[src/rtl/tft_text_scroller.sv]
// Port-B arbiter and text engine for the TFT character memory.
// While idle the CPU bus passes straight through to the memory port. While a
// command runs, the engine owns the port and the CPU is stalled.
// Scroll copies each word up by one row, then fills the last row.
// Clear fills every character cell with the latched fill byte.
module tft_text_scroller #(
    parameter  int MEM_SIZE = 8192,
    parameter  int COLS     = 100,
    parameter  int ROWS     = 30,
    localparam int ADDR_W   = $clog2(MEM_SIZE)
) (
    input  logic              clk,
    input  logic              reset,
    input  logic              cpu_req,
    input  logic [ADDR_W-1:0] cpu_addr,
    input  logic [31:0]       cpu_data_i,
    input  logic [3:0]        cpu_data_en,
    input  logic              cpu_write_en,
    output logic              cpu_ready,
    output logic [31:0]       cpu_data_o,
    input  logic              cmd_scroll,
    input  logic              cmd_clear,
    input  logic [7:0]        fill_char,
    output logic              busy,
    output logic              done,
    output logic [ADDR_W-1:0] mem_addr_b,
    output logic [31:0]       mem_data_i_b,
    input  logic [31:0]       mem_data_o_b,
    output logic [3:0]        mem_data_en_b,
    output logic              mem_write_en_b
);

    localparam int IW        = ADDR_W - 2;
    localparam int ROW_WORDS = COLS / 4;
    localparam int FILL_BASE = (ROWS - 1) * ROW_WORDS;
    localparam int LAST_SCR  = FILL_BASE - 1;
    localparam int LAST_FILL = ROWS * ROW_WORDS - 1;

    typedef enum logic [2:0] {
        IDLE,
        SCR_RD,
        SCR_WR,
        FILL,
        DONE
    } state_t;

    state_t          state_q;
    logic [IW-1:0]   idx_q;
    logic [7:0]      fill_q;
    logic            busy_q;
    logic            done_q;
    logic            port_free;

    // DONE behaves like IDLE for CPU access and command acceptance.
    assign port_free = (state_q == IDLE) || (state_q == DONE);

    // Command sequencer: registered busy/done track the state being entered.
    always_ff @(posedge clk) begin
        if (reset) begin
            state_q <= IDLE;
            idx_q   <= '0;
            fill_q  <= '0;
            busy_q  <= 1'b0;
            done_q  <= 1'b0;
        end else begin
            done_q <= 1'b0;
            case (state_q)
                IDLE, DONE: begin
                    if (cmd_clear) begin
                        fill_q  <= fill_char;
                        idx_q   <= '0;
                        state_q <= FILL;
                        busy_q  <= 1'b1;
                    end else if (cmd_scroll) begin
                        fill_q  <= fill_char;
                        idx_q   <= '0;
                        // A single-row screen has nothing to copy.
                        state_q <= (ROWS == 1) ? FILL : SCR_RD;
                        busy_q  <= 1'b1;
                    end else begin
                        state_q <= IDLE;
                        busy_q  <= 1'b0;
                    end
                end
                SCR_RD: begin
                    state_q <= SCR_WR;
                end
                SCR_WR: begin
                    if (idx_q == IW'(LAST_SCR)) begin
                        idx_q   <= IW'(FILL_BASE);
                        state_q <= FILL;
                    end else begin
                        idx_q   <= idx_q + 1'b1;
                        state_q <= SCR_RD;
                    end
                end
                FILL: begin
                    if (idx_q == IW'(LAST_FILL)) begin
                        state_q <= DONE;
                        busy_q  <= 1'b0;
                        done_q  <= 1'b1;
                    end else begin
                        idx_q <= idx_q + 1'b1;
                    end
                end
                default: begin
                    state_q <= IDLE;
                    busy_q  <= 1'b0;
                end
            endcase
        end
    end

    // Memory port mux: CPU pass-through when free, engine drive otherwise.
    always_comb begin
        mem_addr_b     = cpu_addr;
        mem_data_i_b   = cpu_data_i;
        mem_data_en_b  = cpu_data_en;
        mem_write_en_b = 1'b0;
        cpu_ready      = 1'b0;
        case (state_q)
            IDLE, DONE: begin
                mem_write_en_b = cpu_req & cpu_write_en;
                cpu_ready      = cpu_req;
            end
            SCR_RD: begin
                // Source word sits one row below the destination.
                mem_addr_b    = {idx_q + IW'(ROW_WORDS), 2'b00};
                mem_data_en_b = 4'h0;
            end
            SCR_WR: begin
                // Read data from the previous cycle's SCR_RD is on mem_data_o_b.
                mem_addr_b     = {idx_q, 2'b00};
                mem_data_i_b   = mem_data_o_b;
                mem_data_en_b  = 4'hF;
                mem_write_en_b = 1'b1;
            end
            FILL: begin
                mem_addr_b     = {idx_q, 2'b00};
                mem_data_i_b   = {4{fill_q}};
                mem_data_en_b  = 4'hF;
                mem_write_en_b = 1'b1;
            end
            default: begin
                mem_write_en_b = 1'b0;
            end
        endcase
        // Unused when busy; kept to make the free-port condition explicit.
        if (!port_free) cpu_ready = 1'b0;
    end

    assign cpu_data_o = mem_data_o_b;
    assign busy       = busy_q;
    assign done       = done_q;

endmodule
[config.mk]
export PLATFORM = sky130hd
export DESIGN_NAME = tft_text_scroller
export DESIGN_NICKNAME = d
export VERILOG_FILES = /design/src/rtl/tft_text_scroller.sv
export SDC_FILE = /design/constraint.sdc
export NUM_CORES = 1
export LEC_CHECK = 0
export BUFFER_PORTS_ARGS = -buffer_cell sky130_fd_sc_hd__buf_4
export CAP_MARGIN = 20
export CORE_MARGIN = 8
export CORE_UTILIZATION = 30
export CTS_CLUSTER_SIZE = 28
export DETAILED_ROUTE_END_ITERATION = 8
export GPL_TIMING_DRIVEN = 0
export PLACE_DENSITY = 0.68
export SYNTH_ARGS = -nofsm -noshare
export SYNTH_HDL_FRONTEND = slang
export SYNTH_SLANG_ARGS = --single-unit
[constraint.sdc]
create_clock -name clk -period 1.8 [get_ports clk]
set_input_delay 0.09 -clock clk [delete_from_list [all_inputs] [get_ports clk]]
set_output_delay 0.09 -clock clk [all_outputs]
set_load 0.005 [all_outputs]
==> reports/qor.csv <==
stage,metric,value,unit
run_status,outcome,finished with violations,
run_status,failed_checks,setup timing,
detailed_routing,num_vias,3365,
cts,h-tree-depth,1,
synthesis,synth_area_leaders,"dfxtp_1 19%, mux2i_1 13%, nand2_1 11%, buf_4 9.6%, o21ai_0 8.0%",
critical_path,endpoint_kind,primary output,
cells_and_area,syn_to_final_growth,78.97,%
sta,fin_crit_sh,102.6,%
sta,slew_headroom,49.72,%
power,internal_power,0.001546,W
synthesis,synth_compound_area_share,22.69,%
synthesis,synth_top_family_by_area,simple AND/OR/NAND/NOR gates,
detailed_routing,drt_iter0_drc,205,
detailed_routing,wl,12.55,mm
synthesis,ys_seq_area_share,19.28,%
critical_path,path_max_fanout,6,
cts,clockBufferDepth,2,
detailed_routing,antenna_left,0,
placed_design,portBuffers,179,
power,p_leak,2.127,nW
detailed_routing,firstDrtPassIters,5,
die,io_pins,180,
global_route,antenna_found_initial,0,
sta,tightest_slew,749.1,ps
detailed_routing,drc,0,
synthesis,synth_fa_ha_area_share,1.506,%
cts,cts-root-buf,clkbuf_8,
synthesis,ys_seq_elements,24,
critical_path,crit_chain,"ha_4, a211o_4, a21oi_2, nor2_1, nor3_1, nor2_1, buf_4",
power,irDropWorstVdd,0.5105,mV
die,die_x,107.2,um
detailed_routing,wl_per_cell,19.04,um
power,power.density,527.6,nW/um^2
critical_path,cp.required,1710,ps
sta,finalCriticalPeriod,1846,ps
die,die_y,107.2,um
sta,hold-worst-slack,61.74,ps
synthesis,synth-edff-count,0,
die,rows,33,
power,p_switching,0.0008072,W
global_route,grt_usage,19.95,%
synthesis,synth-xor-area-share,0,%
critical_path,critPathMaxStageDelay,380,ps
synthesis,synth_mux_area_share,14.86,%
synthesis,ys.flop_type,dfxtp_1,
sta,fin_ws,-46.43,ps
min_path,hold_class,primary input to flip-flop,
die,dieArea,11480,um^2
synthesis,synth.net_count,458,
sta,fmax,0.5416,GHz
sta,setup_viol,2,
cells_and_area,final_cells,659,
global_route,grt_pass1_vias,3243,
die,coreArea,8134,um^2
power,clkPwrFrac,20.9,%
cts,cts_tree,yes,
synthesis,async_reset_ff_share,0,%
cells_and_area,n_antenna_cell,0,
run,maxCapViolations,0,
global_route,grt.overflow.total,0,
power,p_total,0.002353,W
cells_and_area,layout.nets,653,
cells_and_area,seqCellArea,496.7,um^2
synthesis,ys_types,47,
critical_path,path_delay_family,compound AO/OA/AOI/OAI gates,
synthesis,synth_warnings,0,
critical_path,start_kind,flip-flop,
synthesis,syn_area_per_cell,6.923,um^2
placed_design,hpwl,10.10,mm
die,initial_core_util,30.64,%
synthesis,synthesis.instances,360,
critical_path,crit_buf_inv,1,
power,p_comb_share,53.8,%
synthesis,synth_top_area_cell,dfxtp_1,
cts,path_clk_slew,100,ps
sta,slew_viol_final,0,
global_route,grt_start_max_net_pins,15,
sta,finalHoldViolations,0,
placed_design,placed_cells,644,
placed_design,gp_congestion,0.9758,
cts,cts_buffers,3,
synthesis,synth_top_area_share,19.28,%
power,p_sw_share,34.30,%
synthesis,synthSimpleGateAreaFrac,26.51,%
critical_path,cp_common_cell,nor2_1,
critical_path,slowest_stage,dfxtp_4,
cells_and_area,fillers,766,
critical_path,crit_arrival,1760,ps
cells_and_area,drive_gt1_share,52.89,%
cts,clock_latency,280,ps
detailed_routing,via_per_inst,5.106,
power,power_frac_seq,25.4,%
global_route,grt_pass1_wl,18.47,mm
sta,rsz0062_at_grt,yes,
synthesis,syn_area,2492,um^2
cells_and_area,fin_area,4461,um^2
cells_and_area,multi_input_area,1832,um^2
placed_design,place_area,3968,um^2
sta,clock_skew,7.534,ps
critical_path,critPathKind,flip-flop to primary output,
cts,clock_sinks,24,
==> metrics by stage <==
stage | util [%] | setup slack [ps] | TNS (ps)
after CTS | 51.61 | -79.33 | -479.5
after floorplan | - | 195.8 | 0
after global routing | 54.84 | -96.27 | -372.6
after global placement | 48.78 | -85.57 | -264.9
after detailed placement | 48.78 | -88.46 | -437.8
final | 54.84 | -46.43 | -54.53
==> final timing paths <==
kind	start	to	slack [ps]	cells after the start
max	idx_q[0]$_SDFFE_PP0P_	mem_addr_b[8]	-50	7
min	fill_char[3]	fill_q[3]$_SDFFE_PP0P_	60	3
max reg2reg	idx_q[6]$_SDFFE_PP0P_	idx_q[2]$_SDFFE_PP0P_	50	6
min reg2reg	busy$_SDFFE_PP0P_	busy$_SDFFE_PP0P_	510	2
==> area by class of cell <==
cell class,instances,share of cell area (%)
flip-flops and latches,24,11.14
well taps,105,2.945
inverters,7,0.5891
multi-input cells,271,41.07
repair buffers,191,32.23
clock buffers,3,0.9257
plain buffers,57,10.43
clock inverters,1,0.6732
==> sequential cells by signal, indices dropped and copies added, names as in the netlist <==
| name | count |
|---|---|
| busy | 1 |
| state_q | 3 |
| fill_q | 8 |
| done | 1 |
| idx_q | 11 |
==> what timing repair did <==
action / in CTS / in global routing
endpoints found under the setup margin: 52 / 52
resized for setup: 50 / 59
hold buffers: 0 / 0
setup buffers: 3 / 9
pin swaps: 5 / 12
==> layout by cell type (no fill, tap or decap), types with 3 or more instances in the layout <==
cell        n
buf_6       9
o21ai_0    36
a31oi_1     5
dfxtp_4     3
clkbuf_8    3
nand2_1    70
nor2_4      5
a21oi_1    15
buf_4     223
dfxtp_2     4
dfxtp_1    17
clkbuf_4    6
inv_1       6
clkbuf_2    4
mux2i_1    33
o22ai_2     3
or3_1       4
a22oi_1     4
nor3_1      6
and2_1      3
and3_4      3
o22ai_1     5
o21ai_1     5
a211o_1     3
nand3_1    11
a21oi_2     3
nor2_1     13
==> logic make-up after synthesis <==
logic type                 after synthesis
buffers and inverters                   65
and+or+nand+nor                        137
muxes                                   36
DFF                                     24
AOI/OAI and AO/OA                       95
adders and majority gates                3
==> power by group through the flow <==
stage	sequential [W]	clock (W)	combinational, W
2_1_floorplan	0.000593	0	0.000522
3_3_place_gp	0.000608	0	0.00114
3_5_place_dp	0.000609	0	0.00115
4_1_cts	0.000595	0.000500	0.00120
5_1_grt	0.000602	0.000522	0.00136
6_report	0.000597	0.000491	0.00126
==> metal layers <==
layer / track usage (%) / wire length (um) / up-vias
met5: 0 / 0 / -
met4: 4.523 / 198 / 0
met3: 4.139 / 1032 / 13
met2: 36.94 / 6496 / 161
met1: 22.66 / 4822 / 1554
li1: - / - / 1637
==> synthesized netlist by cell type, types with 3 or more instances <==
| library cell | instances |
|---|---|
| nand2_1 | 71 |
| o21ai_0 | 40 |
| mux2i_1 | 33 |
| buf_4 | 32 |
| dfxtp_1 | 24 |
| a21oi_1 | 18 |
| nor2_1 | 15 |
| nand3_1 | 13 |
| clkbuf_1 | 12 |
| buf_2 | 9 |
| nor3_1 | 8 |
| o22ai_1 | 8 |
| a31oi_1 | 6 |
| inv_1 | 6 |
| a22oi_1 | 5 |
| or3_1 | 5 |
| a211o_1 | 4 |
| and3_1 | 4 |
| and2_1 | 3 |
| buf_1 | 3 |
| ha_1 | 3 |
| nor2_2 | 3 |
==> worst min-delay path, stage by stage <==
cell and delay [ps]:
buf_4 110, nand2_1 40, a21oi_1 50
Power figures use the tool's default switching activity.
